`config.mk`:
```
export PLATFORM = sky130hd
export DESIGN_NAME = br_predictor
export DESIGN_NICKNAME = d
export VERILOG_FILES = /design/src/rtl/rv32i_types.sv /design/src/rtl/br_bht.sv /design/src/rtl/br_predictor.sv
export SDC_FILE = /design/constraint.sdc
export NUM_CORES = 2
export LEC_CHECK = 0
export CORE_MARGIN = 2
export CORE_UTILIZATION = 35
export DETAILED_ROUTE_END_ITERATION = 7
export PLACE_DENSITY = 0.52
export SYNTH_ARGS = -nofsm -noshare
export SYNTH_HDL_FRONTEND = slang
export SYNTH_SLANG_ARGS = --single-unit
```
`constraint.sdc`:
```
create_clock -name clk -period 4.93 [get_ports clk]
set_clock_uncertainty 0.15 [all_clocks]
set_input_delay 0.986 -clock clk [delete_from_list [all_inputs] [get_ports clk]]
set_output_delay 0.986 -clock clk [all_outputs]
set_load 0.01 [all_outputs]
```
`src/rtl/rv32i_types.sv`:
```
// rv32i_types: shared predictor constants, prediction bundle and counter helper
package rv32i_types;
  localparam int BTB_ENTRIES = 16;
  localparam int BHT_ENTRIES = 64;
  localparam int BTB_IDX_W = 4;
  localparam int BHT_IDX_W = 6;
  localparam logic [1:0] BHT_RESET = 2'b01;
  typedef struct packed {
    logic        br_pred;
    logic        btb_hit;
    logic [31:0] btb_target;
    logic [31:0] pc_br_not_taken;
  } br_pred_sigs;
  function automatic logic [1:0] sat_update(input logic [1:0] c, input logic taken);
    return taken ? ((c == 2'b11) ? c : c + 2'd1) : ((c == 2'b00) ? c : c - 2'd1);
  endfunction
endpackage

```
`src/rtl/br_bht.sv`:
```
// br_bht: untagged table of 2-bit saturating direction counters
module br_bht
  import rv32i_types::*;
(
  input  logic                 clk,
  input  logic                 rst,
  input  logic [BHT_IDX_W-1:0] rd_idx,
  output logic [1:0]           rd_ctr,
  input  logic                 upd_en,
  input  logic [BHT_IDX_W-1:0] upd_idx,
  input  logic                 upd_is_jump,
  input  logic                 upd_taken
);
  logic [1:0] ctr_q [BHT_ENTRIES];
  logic [1:0] ctr_d [BHT_ENTRIES];
  assign rd_ctr = ctr_q[rd_idx];
  always_comb begin
    ctr_d = ctr_q;
    if (upd_en) ctr_d[upd_idx] = upd_is_jump ? 2'b11 : sat_update(ctr_q[upd_idx], upd_taken);
  end
  always_ff @(posedge clk) begin
    if (!rst) ctr_q <= '{default: BHT_RESET};
    else ctr_q <= ctr_d;
  end
endmodule

```
`src/rtl/br_predictor.sv`:
```
// br_predictor: BTB + BHT fetch predictor with EX-side training and perf counters
module br_predictor
  import rv32i_types::*;
(
  input  logic        clk,
  input  logic        rst,
  input  logic [31:0] pc_i_IF,
  input  logic        stall_i,
  output br_pred_sigs br_pred_sigs_o,
  output logic [31:0] pred_pc_o,
  input  logic        upd_valid_i,
  input  logic [31:0] upd_pc_i,
  input  logic        upd_is_jump_i,
  input  logic        upd_taken_i,
  input  logic [31:0] upd_target_i,
  input  logic        upd_btb_hit_i,
  input  logic        upd_br_pred_i,
  input  logic [31:0] upd_pred_target_i,
  output logic [31:0] perf_lookups_o,
  output logic [31:0] perf_dir_miss_o,
  output logic [31:0] perf_tgt_miss_o
);
  logic        valid_q [BTB_ENTRIES];
  logic        valid_d [BTB_ENTRIES];
  logic [25:0] tag_q   [BTB_ENTRIES];
  logic [25:0] tag_d   [BTB_ENTRIES];
  logic [31:0] tgt_q   [BTB_ENTRIES];
  logic [31:0] tgt_d   [BTB_ENTRIES];
  logic [31:0] lookups_q, lookups_d, dir_miss_q, dir_miss_d, tgt_miss_q, tgt_miss_d;
  logic [BTB_IDX_W-1:0] rd_idx, wr_idx;
  logic [1:0]  rd_ctr;
  logic        btb_wr, pred_taken, dir_miss, tgt_miss;
  assign rd_idx = pc_i_IF[5:2];
  assign wr_idx = upd_pc_i[5:2];
  br_bht u_bht (
    .clk         (clk),
    .rst         (rst),
    .rd_idx      (pc_i_IF[7:2]),
    .rd_ctr      (rd_ctr),
    .upd_en      (upd_valid_i),
    .upd_idx     (upd_pc_i[7:2]),
    .upd_is_jump (upd_is_jump_i),
    .upd_taken   (upd_taken_i)
  );
  always_comb begin
    br_pred_sigs_o.btb_hit         = valid_q[rd_idx] && (tag_q[rd_idx] == pc_i_IF[31:6]);
    br_pred_sigs_o.br_pred         = rd_ctr[1];
    br_pred_sigs_o.btb_target      = tgt_q[rd_idx];
    br_pred_sigs_o.pc_br_not_taken = pc_i_IF + 32'd4;
    pred_pc_o = (br_pred_sigs_o.btb_hit && br_pred_sigs_o.br_pred) ? br_pred_sigs_o.btb_target
                                                                    : br_pred_sigs_o.pc_br_not_taken;
  end
  // Not-taken outcomes never disturb the BTB; taken ones evict whatever shares the index.
  assign btb_wr = upd_valid_i && upd_taken_i;
  always_comb begin
    valid_d = valid_q;
    tag_d   = tag_q;
    tgt_d   = tgt_q;
    if (btb_wr) begin
      valid_d[wr_idx] = 1'b1;
      tag_d[wr_idx]   = upd_pc_i[31:6];
      tgt_d[wr_idx]   = upd_target_i;
    end
  end
  assign pred_taken = upd_btb_hit_i && upd_br_pred_i;
  assign dir_miss   = upd_valid_i && (pred_taken != upd_taken_i);
  assign tgt_miss   = upd_valid_i && pred_taken && upd_taken_i && (upd_pred_target_i != upd_target_i);
  assign lookups_d  = lookups_q + {31'd0, !stall_i};
  assign dir_miss_d = dir_miss_q + {31'd0, dir_miss};
  assign tgt_miss_d = tgt_miss_q + {31'd0, tgt_miss};
  always_ff @(posedge clk) begin
    if (!rst) begin
      valid_q    <= '{default: 1'b0};
      lookups_q  <= '0;
      dir_miss_q <= '0;
      tgt_miss_q <= '0;
    end else begin
      valid_q    <= valid_d;
      lookups_q  <= lookups_d;
      dir_miss_q <= dir_miss_d;
      tgt_miss_q <= tgt_miss_d;
    end
  end
  always_ff @(posedge clk) begin
    if (rst) begin
      tag_q <= tag_d;
      tgt_q <= tgt_d;
    end
  end
  assign perf_lookups_o  = lookups_q;
  assign perf_dir_miss_o = dir_miss_q;
  assign perf_tgt_miss_o = tgt_miss_q;
endmodule
```
Yosys cells after proc, flatten, opt, wreduce, memory -nomap -nowiden
Index checks and enable logic that the tools add are counted.
{ "totals": {"regBits": 1168, "in_bits": 136, "out_inout_bits": 194, "elab_cells": 180} }
{ "classes": {"addsub": 6, "magnitude_cmp": 6, "eq_ne": 4, "muxes": 31, "bitwise_logic": 5, "reduce_logical": 13} }
{ "op_table": {"columns": ["operator", "n"], "rows": [
  ["$bwmux W512", 1],
  ["$bwmux W416", 1],
  ["$bmux W32 S4", 1],
  ["$bwmux W128", 1],
  ["$demux W32 S4", 1],
  ["$mux W32", 4],
  ["$bmux W26 S4", 1],
  ["$demux W26 S4", 1],
  ["$add A32 B1 Y32", 3],
  ["$mux W26", 3],
  ["$add A32 B3 Y32 const B", 1],
  ["$ne A32 B32 Y1", 1],
  ["$eq A26 B26 Y1", 1],
  ["$bmux W2 S6", 2],
  ["$mux W2", 9],
  ["$or A16 B16 Y16", 1],
  ["$ge A7 B7 Y1 const B", 2],
  ["$not A6 Y7", 2],
  ["$demux W2 S6", 1],
  ["$ge A5 B5 Y1 const B", 2],
  ["$logic_and A1 B1 Y1", 10],
  ["$not A4 Y5", 2],
  ["$lt A7 B1 Y1 const B", 1],
  ["$lt A5 B1 Y1 const B", 1],
  ["other kinds (10)", 12]
]} }

Logic depth before layout (Yosys ltp)
{ "depth": {"depth_word": 9, "ltp_mapped": 15, "ltp_nobuf": 13} }

Hierarchy
Synthesis repeated with hierarchy kept, for this count alone.
{ "unflattened": {"cells_unflattened": 2909, "area_unflattened_um2": 49109.6} }
{ "modules_own_cells": {"columns": ["module", "n_inst", "cells_each", "area_each_um2", "seq_area_each_um2"], "rows": [
  ["br_predictor", 1, 2192, 42150.4, 30108.9],
  ["br_bht", 1, 717, 6959.2, 2562.5]
]} }

Worst setup path before layout
No wires, ideal clock.
{ "synth_path": {"kind": "input port to flip-flop", "from": "input upd_pc_i[3]", "to": "register tag_q[130] (netlist name) (enable)", "setup_time_ns": 0.476, "arrival_ns": 4.546, "t_required_ns": 4.304, "slack_ns": -0.241, "stages": 4, "n_path_buf": 2, "cell_sequence": "clkbuf_1 -> clkbuf_1 -> or3b_2 -> nor2_1"} }
{ "synth_lines": {"columns": ["element", "line_no", "text"], "rows": [
  ["from (decl)", "br_predictor.sv:12", "input logic [31:0] upd_pc_i,"],
  ["to (signal assigned)", "br_predictor.sv:86", "tag_q <= tag_d;"],
  ["to (decl)", "br_predictor.sv:25", "logic [25:0] tag_q [BTB_ENTRIES];"]
]} }

Worst setup path after layout
{ "layout_path": {"from": "input pc_i_IF[2]", "to": "output pred_pc_o[20]"} }
{ "layout_between": {"elab_chain_cells": 8, "word_cells_on_any_way": 19, "classes_between": "1 x add/sub; 1 x eq/ne; 13 x mux; 2 x bitwise; 2 x reduce/logical"} }
{ "layout_rtl": {"columns": ["element", "line_no", "text"], "rows": [
  ["from (decl)", "br_predictor.sv:7", "input logic [31:0] pc_i_IF,"],
  ["$not A4 Y5 (implied by the code)", "br_predictor.sv:46, br_predictor.sv:48", null],
  ["$bmux W26 S4", "br_predictor.sv:46", "br_pred_sigs_o.btb_hit = valid_q[rd_idx] && (tag_q[rd_idx] == pc_i_IF[31:6]);"],
  ["$mux W26 (implied by the code) (2 in series)", "br_predictor.sv:46", null],
  ["$eq A26 B26 Y1", "br_predictor.sv:46", null],
  ["$logic_and A1 B1 Y1", "br_predictor.sv:46", null],
  ["$logic_and A1 B1 Y1", "br_predictor.sv:50", "pred_pc_o = (br_pred_sigs_o.btb_hit && br_pred_sigs_o.br_pred) ? br_pred_sigs_o.btb_target"],
  ["$mux W32 (*)", "br_predictor.sv:50", null],
  ["to (decl)", "br_predictor.sv:10", "output logic [31:0] pred_pc_o,"]
]} }
Mark *: on every way between the ends. The rest lies on a longest branch, timed or not. The select of a mux whose other input is x is not followed.

==> run metrics <==
Port Buffers 327; status complete, but fails checks; Final WS setup -0.3569 ns; Inserted Clock Buffers 120; mapped cell area 48470 sq um; largest net degree at the start of global routing 95; commonest cells after routing, fill and taps aside edfxtp_1, buf_4, mux4_2, clkdlybuf4s50_1, dfxtp_1; clk_lat worst skew 0.76 ns; DRC 0; post-synthesis xor/xnor area fraction 2.891%; fillers 11830; Warnings, synthesis 0; Sink Count 1168; Adder-Cell Fraction of Synth Area 0.2220%; die width 376.1 microns; CP dominant cell by count buf_6; synthesized area per cell 17.01 sq um; 1st-pass router iterations 5; power after layout 21390 uW; vias in the first global route 29960; Core Area 137500 sq um; total track usage 20.51%; compound-cell area share of the yosys netlist 3.937%; most common cell after layout, fill and taps aside edfxtp_1; Total Nets Final 3704; CP max stage cell mux4_2; max-cap violations 0; Synth Register Bits 1168; Arr. time, crit path 4.15 ns; H-tree levels 3; initial antenna violation count 10; max incr delay on CP 0.51 ns; Pins Over Slew Limit 0; Hold Path Cell Cnt 1; synthesis-to-finish area growth 28.15%; CP Max Fanout 8; RSZ-0062 raised after global routing yes; number of library cell types mapped by synthesis 67; Syn Nets 2992; final period utilization 107.2%; top_reg_cell synth edfxtp_1; Avg WL per Cell 27.33 microns; Post-DP HPWL 91.05 mm; grt total ovfl 0; Critical Path Stages 15; placed instance area 56450 sq um; Async SR Flop Fraction 0%; Pwr Density 344.3 nW/um^2; finished layout cell area 62110 sq um; mux share of post-synthesis cell area 16.83%; layout cells sized above 1 29.41%; Cells after Synth 2849; final WL 149.0 mm; # rows 136; GPL Wtd Cong 0.8445; startpoint types input pin; Slew headroom 47.17%; 1st-iter DRT viols 2611; ANT cells 0; Critical Path RT 3.79 ns; min-delay worst type register to register; register area share after synthesis 67.41%; crit path kind input pin to output port; Clock Tree Root clkbuf_16; Via density 5.435; VDD IR max 319.1 uV; Storage cell area 32670 sq um; cells along the critical path buf_16, buf_12, buf_12, mux4_2, mux2i_4, mux4_2, a21oi_2, buf_6, nand4_1, nor4_4, buf_6, buf_8, buf_16, mux2_4, buf_6; clk buf depth 3; main combinational cell family by area after synthesis multiplexers; area of the multi-input gates 15620 sq um; CTS tree done; failing checks setup timing; Routed Antenna Nets 0; Finished Core Util 45.17%; final hold violation count 0; Setup-failing EPs final 32; r2r worst-path depth 8; die area 141500 sq um; first-pass GRT wire length 211.2 mm; Reg clk slew, reported paths 0.06 ns; critical path's top delay family multiplexers; starting density of the core 35.25%; fin crit period 5.287 ns; total number of vias 29630; Post-CTS Hold Buffers 0; Leak Pwr 0.02141 uW; Fin Hold WS 0.3019 ns; f_max 0.1891 GHz; simple logic cell fraction of the synthesized area 6.815%; Worst setup EP type output port; CP Buf/Inv Count 8; reg2reg setup slack 1.87 ns; EDFF count, synth 928; Die H 376.1 microns; num ports 330; actual slew at the worst max-slew pin 0.7899 ns
## registers in the layout, indices dropped and copies added (netlist names)
signal and flops:
tgt_q 512, tag_q 416, u_bht.ctr_q 128, perf_tgt_miss_o 32
valid_q 16, perf_lookups_o 32, perf_dir_miss_o 32
## routing by layer
metal	wire length (microns)	GRT usage, %	vias up
met4	3134	5.215	16
met1	65150	28.33	15730
li1	-	-	12700
met3	8765	3.687	220
met2	71850	33.50	960
met5	111	0	-
## stage by stage
stage          setup WS [ns]  instances  setup TNS (ns)
6_report             -0.3569       5452          -10.57
5_1_grt              -0.4550       5452          -13.80
4_1_cts              -0.4148       5414          -13.06
3_5_place_dp         -0.9577       5163          -38.33
3_3_place_gp         -0.9953       5163          -41.48
2_1_floorplan        -0.2412       2849         -134.08
## power by group
group	switching, uW	internal, uW
Clock	3900	4970
Combinational	929	882
Sequential	19.3	10700
## cell type report
class | instances | area share [%]
multi-input combinational | 1507 | 25.15
clock buffer | 144 | 5.044
sequential | 1168 | 52.60
tap | 1794 | 3.614
clock inverter | 75 | 1.185
inverter | 14 | 0.1007
timing repair buffer | 750 | 12.30
## synth_stat cells (3+ instances only)
master,instances,area (sq um)
nand2b_1,5,31.28
and3_1,27,168.9
dfxtp_1,240,4805
a22oi_1,28,210.2
nand3_1,57,285.3
a21o_1,18,135.1
nor3_1,13,65.06
buf_6,18,202.7
inv_1,12,45.04
nand4_1,39,244.0
o21ai_0,49,245.2
or3_1,19,118.9
mux2_1,30,337.8
a21oi_1,100,500.5
nor4_1,7,43.79
o221ai_1,3,26.28
nor2_1,115,431.7
and2_1,88,550.5
a2111oi_0,3,26.28
and4_1,7,61.31
nor2b_1,14,87.58
xnor2_1,129,1130
buf_4,16,120.1
or2_2,5,31.28
nand3b_1,8,60.06
mux2_2,8,90.09
clkbuf_1,68,255.2
ha_1,7,87.58
o211a_1,36,360.4
a31oi_1,4,25.02
or3b_2,3,26.28
a21boi_0,16,120.1
edfxtp_1,928,27870
nand4b_1,8,70.07
nor3b_1,68,510.5
nand2_1,124,465.5
xor2_1,31,271.5
mux4_2,296,6666
buf_2,43,215.2
buf_1,14,52.55
mux2i_1,106,1061
o22ai_1,4,25.02
o211ai_1,5,37.54
## final timing paths
path | from | endpoint
setup / recovery | pc_i_IF[2] | pred_pc_o[20]
hold / removal | valid_q[8] | valid_q[8]
setup reg to reg | u_bht.ctr_q[97] | u_bht.ctr_q[48]
hold reg to reg | valid_q[8] | valid_q[8]
## logic make-up after synthesis
kind of cell,count (synthesis)
DFF,1168
muxes,440
and+or+nand+nor,611
buffers and inverters,174
adders and majority gates,9
xor gates and xnor gates,160
AOI/OAI and AO/OA,287
## repair_timing
action,4_1_cts,5_1_grt
pin swaps,15,28
buffers inserted,29,29
resized for setup,285,85
gates cloned,5,9
endpoints found under the setup margin,74,42
Note: power is estimated with default switching activity, not from simulation.
